### config.mk
export PLATFORM = sky130hd
export DESIGN_NAME = mult_sequencer
export DESIGN_NICKNAME = d
export VERILOG_FILES = /design/src/rtl/mult_sequencer.sv
export SDC_FILE = /design/constraint.sdc
export NUM_CORES = 1
export LEC_CHECK = 0
export CAP_MARGIN = 10
export CORE_AREA = 5 5 168 170
export CTS_CLUSTER_DIAMETER = 200
export DETAILED_ROUTE_END_ITERATION = 10
export DIE_AREA = 0 0 173 175
export PLACE_DENSITY = 0.67
export SYNTH_ARGS = -nofsm -noshare
export SYNTH_HDL_FRONTEND = slang
export SYNTH_SLANG_ARGS = --single-unit
### constraint.sdc
create_clock -name clk_i -period 7.2 [get_ports clk_i]
set_input_delay 1.8 -clock clk_i [delete_from_list [all_inputs] [get_ports clk_i]]
set_output_delay 1.8 -clock clk_i [all_outputs]
set_load 0.02 [all_outputs]
### src/rtl/mult_sequencer.sv
// Iterative radix-2 shift-add controller for MULT/MULTU. One multiply in
// flight at a time; the HI/LO product registers are written only when it completes.
module mult_sequencer #(
   parameter int WIDTH = 32,
   parameter int CNTW  = 6
) (
   input  logic             clk_i,
   input  logic             reset_i,
   input  logic             start_i,
   input  logic             sgn_i,
   input  logic [WIDTH-1:0] srca_i,
   input  logic [WIDTH-1:0] srcb_i,
   output logic             busy_o,
   output logic             prodv_o,
   output logic             done_o,
   output logic [WIDTH-1:0] hi_o,
   output logic [WIDTH-1:0] lo_o
);

   typedef enum logic [1:0] {
      IDLE,
      RUN,
      FIX
   } state_t;

   localparam logic [CNTW-1:0] LAST = CNTW'(WIDTH - 1);

   state_t             state_q, state_d;
   logic [CNTW-1:0]    cnt_q, cnt_d;
   logic [WIDTH:0]     acc_q, acc_d;
   logic [WIDTH-1:0]   mc_q, mc_d;
   logic [WIDTH-1:0]   mp_q, mp_d;
   logic               neg_q, neg_d;
   logic [WIDTH-1:0]   hi_q, hi_d;
   logic [WIDTH-1:0]   lo_q, lo_d;
   logic               prodv_q, prodv_d;
   logic               done_q, done_d;
   logic [WIDTH:0]     sum;
   logic [2*WIDTH-1:0] prod;

   // prodv resets high so a read of HI/LO straight after reset never stalls forever.
   always_ff @(posedge clk_i or posedge reset_i) begin
      if (reset_i) begin
         state_q <= IDLE;
         cnt_q   <= '0;
         acc_q   <= '0;
         mc_q    <= '0;
         mp_q    <= '0;
         neg_q   <= 1'b0;
         hi_q    <= '0;
         lo_q    <= '0;
         prodv_q <= 1'b1;
         done_q  <= 1'b0;
      end else begin
         state_q <= state_d;
         cnt_q   <= cnt_d;
         acc_q   <= acc_d;
         mc_q    <= mc_d;
         mp_q    <= mp_d;
         neg_q   <= neg_d;
         hi_q    <= hi_d;
         lo_q    <= lo_d;
         prodv_q <= prodv_d;
         done_q  <= done_d;
      end
   end

   always_comb begin
      state_d = state_q;
      cnt_d   = cnt_q;
      acc_d   = acc_q;
      mc_d    = mc_q;
      mp_d    = mp_q;
      neg_d   = neg_q;
      hi_d    = hi_q;
      lo_d    = lo_q;
      prodv_d = prodv_q;
      done_d  = 1'b0;
      sum     = '0;
      prod    = '0;
      case (state_q)
         IDLE: begin
            if (start_i) begin
               // Signed operands run as magnitudes; the sign is reapplied in FIX.
               mc_d    = (sgn_i & srca_i[WIDTH-1]) ? -srca_i : srca_i;
               mp_d    = (sgn_i & srcb_i[WIDTH-1]) ? -srcb_i : srcb_i;
               neg_d   = sgn_i & (srca_i[WIDTH-1] ^ srcb_i[WIDTH-1]);
               acc_d   = '0;
               cnt_d   = '0;
               prodv_d = 1'b0;
               state_d = RUN;
            end
         end
         RUN: begin
            sum   = acc_q + (mp_q[0] ? {1'b0, mc_q} : '0);
            acc_d = {1'b0, sum[WIDTH:1]};
            mp_d  = {sum[0], mp_q[WIDTH-1:1]};
            cnt_d = cnt_q + CNTW'(1);
            if (cnt_q == LAST) begin
               state_d = FIX;
            end
         end
         FIX: begin
            prod = {acc_q[WIDTH-1:0], mp_q};
            if (neg_q) begin
               prod = -prod;
            end
            hi_d    = prod[2*WIDTH-1:WIDTH];
            lo_d    = prod[WIDTH-1:0];
            prodv_d = 1'b1;
            done_d  = 1'b1;
            state_d = IDLE;
         end
         default: begin
            state_d = IDLE;
         end
      endcase
   end

   assign busy_o  = (state_q != IDLE);
   assign prodv_o = prodv_q;
   assign done_o  = done_q;
   assign hi_o    = hi_q;
   assign lo_o    = lo_q;

endmodule

==> insert_results.sql <==
INSERT INTO impl_metrics (metric_group, metric, value, unit) VALUES
('run_status', 'status', 'finished, final reports clean', ''),
('floorplan', 'die_height', '175', 'um'),
('worst_setup_path', 'criticalPathCategory', 'in -> reg', ''),
('worst_setup_path', 'cp_data_arrival_time', '4.43', 'ns'),
('cts', 'cts.repair_timing.setup_buffer_count', '0', ''),
('yosys', 'post_synth_main_area_contributors', 'sky130_fd_sc_hd__dfrtp_1, sky130_fd_sc_hd__xor2_1, sky130_fd_sc_hd__o21ai_0', ''),
('worst_setup_path', 'crit_fanout', '5', ''),
('cts', 'post_cts_resize_count', '0', ''),
('drt', 'top_signal_layer_used', 'met4', ''),
('placement', 'gp_routability_congestion', '0.918', ''),
('yosys', 'yosysTopAreaCell', 'sky130_fd_sc_hd__dfrtp_1', ''),
('floorplan', 'placement_rows', '60', ''),
('global_routing', 'grt_start_max_net_pins', '131', ''),
('global_routing', 'antenna_found_initial', '0', ''),
('pwr', 'power.total', '4.13', 'mW'),
('drt', 'antenna_left', '0', ''),
('cts', 'clk_pin_slew', '0.07', 'ns'),
('cts', 'cts_hold_buffers', '0', ''),
('yosys', 'syn-instance-count', '1296', ''),
('drt', 'dr_total_vias', '9828', ''),
('drt', 'drtIter0Drc', '843', ''),
('cts', 'clkLatencyLatePin', '0.44', 'ns'),
('drt', 'vias_per_cell', '5.64', ''),
('worst_setup_path', 'max_stage_delay', '0.60', 'ns'),
('worst_setup_path', 'critical_path.most_common_cell', 'sky130_fd_sc_hd__nor4_1', ''),
('worst_setup_path', 'path_delay_family', 'simple AND/OR/NAND/NOR gates', ''),
('yosys', 'yosys_warnings', '0', ''),
('worst_setup_path', 'reg2reg_capture_point', 'acc_q[30]$_DFFE_PP0P_', ''),
('floorplan', 'initial_utilization', '41.4', '%'),
('final_layout', 'post_route_cells_drive_above_1_share', '4.79', '%'),
('yosys', 'yosys.area.top_type_share', '38.7', '%'),
('yosys', 'synth_top_cells_by_count', 'sky130_fd_sc_hd__nand2_1, sky130_fd_sc_hd__dfrtp_1, sky130_fd_sc_hd__o21ai_0', ''),
('yosys', 'synthArstFlopShare', '100', '%'),
('pwr', 'combinationalPowerShare', '40.8', '%'),
('pwr', 'p_int', '2.37', 'mW'),
('sta', 'worst_slew_pin_slew', '1.14', 'ns'),
('floorplan', 'dieWidth', '173', 'um'),
('global_routing', 'global_route_wire_length_before_repair', '49.5', 'mm'),
('drt', 'wl_met1', '14.3', 'mm'),
('final_layout', 'synthesis_to_layout_area_growth', '19.7', '%'),
('placement', 'post_dp_cell_area', '12600', 'sq um'),
('drt', 'post_drt_wl_per_cell', '17.3', 'um'),
('pwr', 'p_sw_share', '42.7', '%'),
('hold_path', 'min-delay-start', 'prodv_o$_DFFE_PP1P_', ''),
('drt', 'met3_wirelength', '1.67', 'mm'),
('worst_setup_path', 'r2r_start', 'mp_q[0]$_DFFE_PP0P_', ''),
('cts', 'cts-buffers-inserted', '17', ''),
('worst_setup_path', 'reg2reg_setup_slack', '3.22', 'ns'),
('global_routing', 'number_of_global_route_vias_before_repair', '9397', ''),
('worst_setup_path', 'worstPathCellList', 'clkdlybuf4s50_1, nor4_1, nand4_1, nand2b_1, nor4_1, a21oi_1, xnor2_1, o21ai_1', ''),
('sta', 'number_of_pins_exceeding_their_max_slew_limit_in_the_final_report', '0', ''),
('placement', 'place_hpwl', '22.4', 'mm'),
('worst_setup_path', 'required_worst_endpoint', '7.50', 'ns'),
('sta', 'timing.final.crit_period', '4.12', 'ns'),
('hold_path', 'hold_path_class', 'reg -> reg', ''),
('final_layout', 'nets', '1492', ''),
('cts', 'cts_max_level', '4', ''),
('yosys', 'syn-cell-area', '11000', 'sq um'),
('cts', 'clock_tree.root_cell', 'sky130_fd_sc_hd__clkbuf_16', ''),
('sta', 'timing.final.hold_violations', '0', ''),
('pwr', 'power.switching', '1.77', 'mW'),
('yosys', 'ys_seq_elements', '171', ''),
('drt', 'dr.pass1.iters', '5', ''),
('yosys', 'yosysUniqueCellTypes', '65', ''),
('sta', 'fmax', '242', 'MHz'),
('global_routing', 'final_global_route_overflow_total', '0', ''),
('worst_setup_path', 'timing.reg2reg.worst_path_depth', '10', ''),
('sta', 'max_slew_margin', '24.3', '%'),
('floorplan', 'dieArea', '30300', 'sq um'),
('floorplan', 'ios', '135', ''),
('drt', 'route.detailed.drc', '0', '');
## power groups by stage
stage | combinational (mW) | sequential [mW] | clock [mW]
floorplan | 1.33 | 1.41 | 0
global placement | 1.66 | 1.55 | 0
detailed placement | 1.67 | 1.56 | 0
CTS | 1.68 | 1.54 | 0.925
global route | 1.89 | 1.58 | 0.967
finish | 1.69 | 1.54 | 0.905
## flip-flops by register name (all words and copies together) (netlist names)
signal,cells
state_q,2
lo_o,32
acc_q,32
done_o,1
prodv_o,1
cnt_q,6
hi_o,32
neg_q,1
mc_q,32
mp_q,32
## cell usage in the layout (no fill, tap or decap), types with 35 or more instances in the layout
cell type,n
sky130_fd_sc_hd__nand2_1,187
sky130_fd_sc_hd__o31ai_1,35
sky130_fd_sc_hd__clkdlybuf4s50_1,134
sky130_fd_sc_hd__a21oi_1,74
sky130_fd_sc_hd__o21ai_1,44
sky130_fd_sc_hd__xor2_1,94
sky130_fd_sc_hd__dfrtp_1,169
sky130_fd_sc_hd__xnor2_1,46
sky130_fd_sc_hd__ha_1,36
sky130_fd_sc_hd__nor2_1,60
sky130_fd_sc_hd__o21ai_0,153
## worst max path at each step
stage / to / slack [ns] / cells after the start
after floorplan: acc_q[0]$_DFFE_PP0P_ / 0.77 / 1
after global placement: mc_q[29]$_DFFE_PP0P_ / 2.69 / 8
after detailed placement: mc_q[29]$_DFFE_PP0P_ / 2.61 / 8
after CTS: mc_q[29]$_DFFE_PP0P_ / 3.07 / 8
after global routing: mc_q[26]$_DFFE_PP0P_ / 2.79 / 8
final: mc_q[25]$_DFFE_PP0P_ / 3.08 / 8
## layer usage
layer	global-route usage, %	vias up
met5	0	-
met4	5.45	0
met3	2.94	34
met2	32.2	285
met1	28.0	4655
li1	-	4854
## final cells by class
type                       instances  area, sq um  area share (%)
inverter                          21         83.8           0.637
clock inverter                    15          146            1.11
tap                              341          427            3.24
sequential                       171         4280            32.5
antenna                            1         2.50          0.0190
multi-input combinational       1034         6400            48.6
clock buffer                      17          425            3.23
timing repair buffer             142         1400            10.6
## cells by family after synthesis
logic type	share of synthesized area, %
AND/OR/NAND/NOR	19.4
multiplexers	0.375
flip-flops	38.9
buffers and inverters	3.11
AO/OA/AOI/OAI	22.8
adder cells (fa/ha/maj)	4.28
XOR/XNOR	11.1
## worst reg2reg max path: stages, from the launching register on
cell and delay (ns):
sky130_fd_sc_hd__dfrtp_1 1.03, sky130_fd_sc_hd__nand2_1 0.41, sky130_fd_sc_hd__inv_1 0.14, sky130_fd_sc_hd__ha_1 0.15, sky130_fd_sc_hd__a211oi_1 0.11, sky130_fd_sc_hd__o21bai_1 0.16
sky130_fd_sc_hd__a21oi_1 0.16, sky130_fd_sc_hd__a2111o_1 0.49, sky130_fd_sc_hd__a2111oi_0 0.77, sky130_fd_sc_hd__mux2i_1 0.27, sky130_fd_sc_hd__o311ai_0 0.14
## stage by stage
stage / worst slack, ns / utilization [%] / cells / hold WS [ns]
CTS: 3.07 / 49.5 / 1741 / 0.463
finish: 3.08 / 49.6 / 1742 / 0.459
detailed placement: 2.61 / 47.4 / 1709 / 0.452
floorplan: 0.770 / - / 1296 / 0.439
global placement: 2.69 / 47.4 / 1709 / 0.450
global route: 2.79 / 49.5 / 1741 / 0.490
Note: power is estimated with default switching activity, not from simulation.
